[src/rtl/move_commit.sv]
// move_commit: validates a packed move word, probes the target board cell
// and commits the tile code to board memory, reporting status and count.
module move_commit #(
    parameter int MAX_ROW   = 20,
    parameter int MAX_COL   = 20,
    parameter int MAX_TILES = 400
) (
    input  logic        clk,
    input  logic        rst,
    input  logic [21:0] move_in,
    input  logic        move_valid,
    output logic        move_ready,
    input  logic [9:0]  m,
    input  logic [9:0]  n,
    output logic        rd_en,
    output logic [9:0]  rd_row,
    output logic [9:0]  rd_col,
    input  logic [2:0]  rd_data,
    output logic        wr_en,
    output logic [9:0]  wr_row,
    output logic [9:0]  wr_col,
    output logic [2:0]  wr_data,
    output logic        done,
    output logic [1:0]  status,
    output logic [8:0]  tile_count
);

    typedef enum logic [2:0] {
        S_IDLE,
        S_CHECK,
        S_READ,
        S_WRITE,
        S_DONE
    } state_e;

    localparam logic [9:0] ROW_CAP  = 10'(MAX_ROW);
    localparam logic [9:0] COL_CAP  = 10'(MAX_COL);
    localparam logic [8:0] TILE_CAP = 9'(MAX_TILES);

    localparam logic [1:0] ST_OK    = 2'b00;
    localparam logic [1:0] ST_TYPE  = 2'b01;
    localparam logic [1:0] ST_BOUND = 2'b10;
    localparam logic [1:0] ST_OCC   = 2'b11;

    state_e      state_q, state_d;
    logic [1:0]  type_q, type_d;
    logic [9:0]  row_q, row_d;
    logic [9:0]  col_q, col_d;
    logic [9:0]  m_q, m_d;
    logic [9:0]  n_q, n_d;
    logic [1:0]  status_q, status_d;
    logic [8:0]  count_q, count_d;

    logic [9:0]  row_lim;
    logic [9:0]  col_lim;
    logic        out_of_bounds;
    logic        cell_busy;

    // Effective board extent: the live size clamped to the RAM geometry.
    always_comb begin
        row_lim       = (m_q < ROW_CAP) ? m_q : ROW_CAP;
        col_lim       = (n_q < COL_CAP) ? n_q : COL_CAP;
        out_of_bounds = (row_q >= row_lim) || (col_q >= col_lim);
        cell_busy     = (rd_data != 3'b000);
    end

    // State and latched-move registers; reset drops any move in flight.
    always_ff @(posedge clk) begin
        if (rst) begin
            state_q  <= S_IDLE;
            type_q   <= 2'b00;
            row_q    <= '0;
            col_q    <= '0;
            m_q      <= '0;
            n_q      <= '0;
            status_q <= ST_OK;
            count_q  <= '0;
        end else begin
            state_q  <= state_d;
            type_q   <= type_d;
            row_q    <= row_d;
            col_q    <= col_d;
            m_q      <= m_d;
            n_q      <= n_d;
            status_q <= status_d;
            count_q  <= count_d;
        end
    end

    // Next-state, strobes and status/count updates per state.
    always_comb begin
        state_d    = state_q;
        type_d     = type_q;
        row_d      = row_q;
        col_d      = col_q;
        m_d        = m_q;
        n_d        = n_q;
        status_d   = status_q;
        count_d    = count_q;
        move_ready = 1'b0;
        rd_en      = 1'b0;
        wr_en      = 1'b0;
        done       = 1'b0;
        unique case (state_q)
            S_IDLE: begin
                move_ready = 1'b1;
                if (move_valid) begin
                    type_d  = move_in[21:20];
                    col_d   = move_in[19:10];
                    row_d   = move_in[9:0];
                    m_d     = m;
                    n_d     = n;
                    state_d = S_CHECK;
                end
            end
            S_CHECK: begin
                if (type_q == 2'b00) begin
                    status_d = ST_TYPE;
                    state_d  = S_DONE;
                end else if (out_of_bounds) begin
                    status_d = ST_BOUND;
                    state_d  = S_DONE;
                end else begin
                    rd_en   = 1'b1;
                    state_d = S_READ;
                end
            end
            S_READ: begin
                if (cell_busy) begin
                    status_d = ST_OCC;
                    state_d  = S_DONE;
                end else begin
                    state_d = S_WRITE;
                end
            end
            S_WRITE: begin
                wr_en    = 1'b1;
                status_d = ST_OK;
                if (count_q != TILE_CAP) begin
                    count_d = count_q + 9'd1;
                end
                state_d  = S_DONE;
            end
            S_DONE: begin
                done    = 1'b1;
                state_d = S_IDLE;
            end
            default: begin
                state_d = S_IDLE;
            end
        endcase
    end

    // Addresses and data follow the latched move; only meaningful with strobes.
    always_comb begin
        rd_row     = row_q;
        rd_col     = col_q;
        wr_row     = row_q;
        wr_col     = col_q;
        wr_data    = {1'b0, type_q};
        status     = status_q;
        tile_count = count_q;
    end

endmodule

[config.mk]
export PLATFORM = sky130hd
export DESIGN_NAME = move_commit
export DESIGN_NICKNAME = d
export VERILOG_FILES = /design/src/rtl/move_commit.sv
export SDC_FILE = /design/constraint.sdc
export NUM_CORES = 1
export LEC_CHECK = 0
export ABC_AREA = 1
export CELL_PAD_IN_SITES_DETAIL_PLACEMENT = 2
export CELL_PAD_IN_SITES_GLOBAL_PLACEMENT = 2
export CORE_MARGIN = 4
export CORE_UTILIZATION = 24
export CTS_CLUSTER_DIAMETER = 120
export DETAILED_ROUTE_END_ITERATION = 16
export HOLD_SLACK_MARGIN = 0.08
export PLACE_DENSITY_LB_ADDON = 0.1
export SETUP_SLACK_MARGIN = 0.05
export SYNTH_ARGS = -nofsm -noshare
export SYNTH_HDL_FRONTEND = slang
export SYNTH_SLANG_ARGS = --single-unit
export TNS_END_PERCENT = 1
[constraint.sdc]
create_clock -name clk -period 2.26 [get_ports clk]
set_input_delay 0.565 -clock clk [delete_from_list [all_inputs] [get_ports clk]]
set_output_delay 0.565 -clock clk [all_outputs]
set_load 0.02 [all_outputs]
* Word level (Yosys, flattened, before mapping) *
Index checks and enable logic that the tools add are counted.
Widths: inputs -> output; s select.

operators by class
  $add $sub $neg = 1
  multiply operators = 0
  div/mod/pow operators = 0
  $lt $le $gt $ge = 4
  eq/ne operators = 8
  shifts and indexed selects = 0
  multiplexer cells = 17
  bitwise operators = 0
  reductions and logical operators = 8

operators with widths
  cell                 count
  $ge 10x10->1         2
  $lt 10x5->1 const B  2
  $mux 10              2
  $mux 3               4
  $pmux 3 s4           1
  $add 9x1->9 const B  1
  $ne 9x9->1 const B   1
  $eq 3x2->1 const B   2
  $mux 1               6
  $mux 2               3
  $pmux 2 s3           1
  $reduce_bool 3->1    2
  $ne 2x2->1 const B   2
  $reduce_and 2->1     2
  $eq 3x1->1 const B   1
  $eq 3x3->1 const B   1
  $logic_not 3->1      1
  $ne 3x3->1 const B   1
  $reduce_and 3->1     1
  $logic_not 2->1      1
  $logic_or 1x1->1     1

storage, ports and cells
  register bits = 56
  latch bits = 0
  memory bits (writable) = 0
  memory bits (read-only) = 0
  input bits = 48
  output and inout port bits = 58
  word-level logic and storage cells = 46
  memories = 0

* Longest topological paths before layout *
  word-level depth = 7
  depth in mapped cells = 18

* Worst setup path before layout *
Ideal clock, no wire load.

  path type = register to output
  start = register m_q[5]
  end = output port rd_en
  data arrival time = 1627 ps
  data required time = 1695 ps
  path slack = 68 ps
  stages on the path, launching flop included = 14
  path through = dfxtp_1 -> nor2_1 -> nand4_1 -> nor2_1 -> inv_1 -> nor2_1 -> ha_1 -> nand2_1 -> inv_1 -> a21oi_1 -> nand2_1 -> nand2_1 -> nand4_1 -> inv_1

on the way
  cells in the longest elaborated chain, start to end = 7

RTL lines
  element                 line  RTL
  from (decl)             49    logic [9:0] m_q, m_d;
  from (signal assigned)  83    m_q <= m_d;
  $lt 10x5->1             61    row_lim = (m_q < ROW_CAP) ? m_q : ROW_CAP;
  $mux 10 *               61
  $ge 10x10->1 *          63    out_of_bounds = (row_q >= row_lim) || (col_q >= col_lim);
  $logic_or 1x1->1 *      63
  $mux 1 *                120   end else if (out_of_bounds) begin
  $mux 1 *                117   if (type_q == 2'b00) begin
  $mux 1 *                104   unique case (state_q)
  to (decl)               15    output logic rd_en,

Mark *: on every way between the ends. The rest lies on a longest branch, timed or not.

* Worst setup path in the final report *
Same ends and word-level chain as after synthesis.

==> flow_metrics.py <==
metrics = {
    "synthesis": {
        "async_flop_share_pct": 0,
        "synth-edff-count": 0,
        "yosysWarnings": 0,
        "synth.distinct_cells": 29,
        "seq_area_frac_synth_pct": 37.0,
        "synthFlopType": "dfxtp_1",
        "synth_area_mm2": 0.00303,
        "synth.avg_cell_area_um2": 7.30,
        "synth_cells": 415,
        "ys_ff_latch": 56,
    },
    "sta": {
        "holdWs_ns": 0.467,
        "fin_ws_ns": -0.512,
        "grt_setup_unrepaired": "true",
        "period_minus_slack_ns": 2.77,
        "maxSlewViolCount": 0,
        "fin_tns_setup_ns": -0.512,
        "skew_ns": 0.00513,
        "period_share_pct": 123,
        "hold_violations": 0,
        "clock.fmax_mhz": 361,
        "setup_violations": 1,
    },
    "power": {
        "power.share.switching_pct": 32.9,
        "clkPwrFrac_pct": 26.6,
        "peakVddDrop_mv": 0.306,
        "power_density_mw_per_mm2": 654,
        "p_leak_uw": 0.00200,
        "combPwrFrac_pct": 36.7,
        "seq_power_share_pct": 36.7,
        "switchingPower_uw": 1020,
        "intPower_uw": 2070,
    },
    "route": {
        "route.detailed.drc": 0,
        "ant_nets": 0,
        "drtIter0Drc": 71,
        "wire_per_inst_um": 14.7,
        "via_per_inst": 4.45,
        "first_pass_iters": 4,
        "drt-total-wl_um": 10600,
        "dr_total_vias": 3211,
    },
    "floorplanning": {
        "ios": 106,
        "fp.dieArea_mm2": 0.0145,
        "coreArea_mm2": 0.0122,
        "num_rows": 40,
        "die_h_um": 120,
        "initial_core_util_pct": 24.9,
        "dieWidth_um": 120,
    },
    "cts": {
        "cts_buffers": 5,
        "postCtsHoldBufs": 0,
        "cts_root_buf": "clkbuf_16",
        "clk_pin_slew_ns": 0.07,
        "clkLatencyLatePin_ns": 0.30,
        "cts_num_sinks": 56,
        "clockBufferDepth": 2,
        "cts_tree": "yes",
        "htreeDepth": 2,
    },
    "layout": {
        "drive_above_1_share_pct": 17.5,
        "diodes": 0,
        "layout_common_cells": "clkdlybuf4s50_1 (102), nand2_1 (71), dfxtp_1 (54), buf_4 (54), a21oi_1 (49)",
        "fin_util_pct": 38.9,
        "mostFrequentLayoutCell": "clkdlybuf4s50_1",
        "nets": 623,
        "area_delta_synth_final_pct": 56.2,
    },
    "place": {
        "place_congestion": 0.777,
        "hpwl_um": 8400,
        "numPortBuffers": 104,
    },
    "run": {
        "maxCapViolCount": 0,
    },
    "global_routing": {
        "overflow": 0,
        "grt_antenna_before_repair": 0,
        "grt_pass1_wl_um": 17900,
        "grt_pass1_vias": 3615,
        "grt_use_total_pct": 15.1,
        "grt_max_degree": 40,
    },
    "critical_path": {
        "crit_path_end_kind": "primary output",
        "required_ns": 1.69,
        "cp-start-kind": "flip-flop",
        "critPathMaxFanout": 3,
        "cp.arrival_ns": 2.21,
        "worstSetupPathType": "reg2out",
    },
    "worst_hold_path": {
        "hold_class": "reg2reg",
    },
    "outcome": {
        "status": "finished, violations left",
        "violations": "negative setup slack",
    },
}
area by class of cell:
| type | count | area, µm² |
|---|---|---|
| timing repair buffer | 162 | 1520 |
| multi-input combinational | 281 | 1560 |
| tap | 168 | 210 |
| fill | 1453 | 7430 |
| clock buffer | 7 | 143 |
| clock inverter | 1 | 7.51 |
| sequential | 56 | 1120 |
| inverter | 47 | 176 |
registers in the layout, summed over array words and instances (netlist names):
name,count
m_q,10
n_q,10
rd_col,10
rd_row,10
tile_count,9
state_q,3
status,2
type_q,2
timing repair:
action | 4_1_cts | 5_1_grt
setup buffers | 1 | 2
endpoints found under the setup margin | 2 | 4
pin swaps | 6 | 6
gates resized for setup | 20 | 8
synth_stat cells (6+ instances only):
cell,count,area [µm²]
nand3_1,37,185
nor2_1,33,124
ha_1,22,275
nand4_1,7,43.8
buf_4,26,195
inv_1,46,173
clkbuf_1,6,22.5
o21ai_0,24,120
nand2_1,74,278
dfxtp_1,56,1120
a21oi_1,51,255
metrics by stage:
stage          total power [µW]  area [µm²]  worst slack [ns]  std cells
2_1_floorplan              1730        3060            0.0677        424
3_3_place_gp               2230        4500            -0.679        711
6_report                   3090        4730            -0.512        722
5_1_grt                    3300        4730            -0.720        722
3_5_place_dp               2270        4500            -0.702        711
4_1_cts                    3140        4700            -0.536        720
path summary, 6_finish.rpt:
path                       startpoint  slack, ns  cells after the start                       to
hold reg to reg   m_q[6]$_SDFFE_PP0P_       0.47                      2      m_q[6]$_SDFFE_PP0P_
hold / removal    m_q[6]$_SDFFE_PP0P_       0.47                      2      m_q[6]$_SDFFE_PP0P_
setup / recovery  m_q[5]$_SDFFE_PP0P_      -0.51                     15                    rd_en
setup reg to reg  n_q[6]$_SDFFE_PP0P_       0.14                     16  state_q[1]$_SDFFE_PP0P_
kinds of logic (layout without fill, tap and decap cells):
group                      after synthesis  after routing  share of synthesized area (%)
DFF                                     56             56                           37.0
adders and majority gates               22             22                           9.08
AOI/OAI and AO/OA                       82             82                           14.1
buffers and inverters                   87            217                           14.5
xor gates and xnor gates                 3              3                          0.867
and+or+nand+nor                        163            163                           24.3
other                                    2             11                          0.248
per-layer routing:
layer	vias up	global-route usage [%]	share of wire, %
met1	1536	17.9	43
li1	1592	-	-
met3	8	2.71	4.8
met5	-	0	0
met4	0	4.04	1.1
met2	75	28.0	51
worst max-delay path, cell delays in order, from the launching register on:
cell and delay (ns):
dfxtp_2 0.32, nor2_1 0.10, nand4_1 0.10, nor2_2 0.17, buf_4 0.13, buf_4 0.09, nand2_1 0.05, ha_1 0.27
nand2_1 0.06, nand2_1 0.05, nand2_1 0.05, nand2_1 0.06, nand2_1 0.08, nand4_1 0.14, inv_1 0.12, buf_6 0.12
power groups by stage:
| stage | clock network, µW | logic (µW) | registers, µW |
|---|---|---|---|
| global route | 884 | 1270 | 1150 |
| global placement | 0 | 1070 | 1150 |
| CTS | 857 | 1150 | 1140 |
| floorplan | 0 | 512 | 1210 |
| detailed placement | 0 | 1110 | 1160 |
| finish | 823 | 1130 | 1140 |
Note: power is estimated with default switching activity, not from simulation.
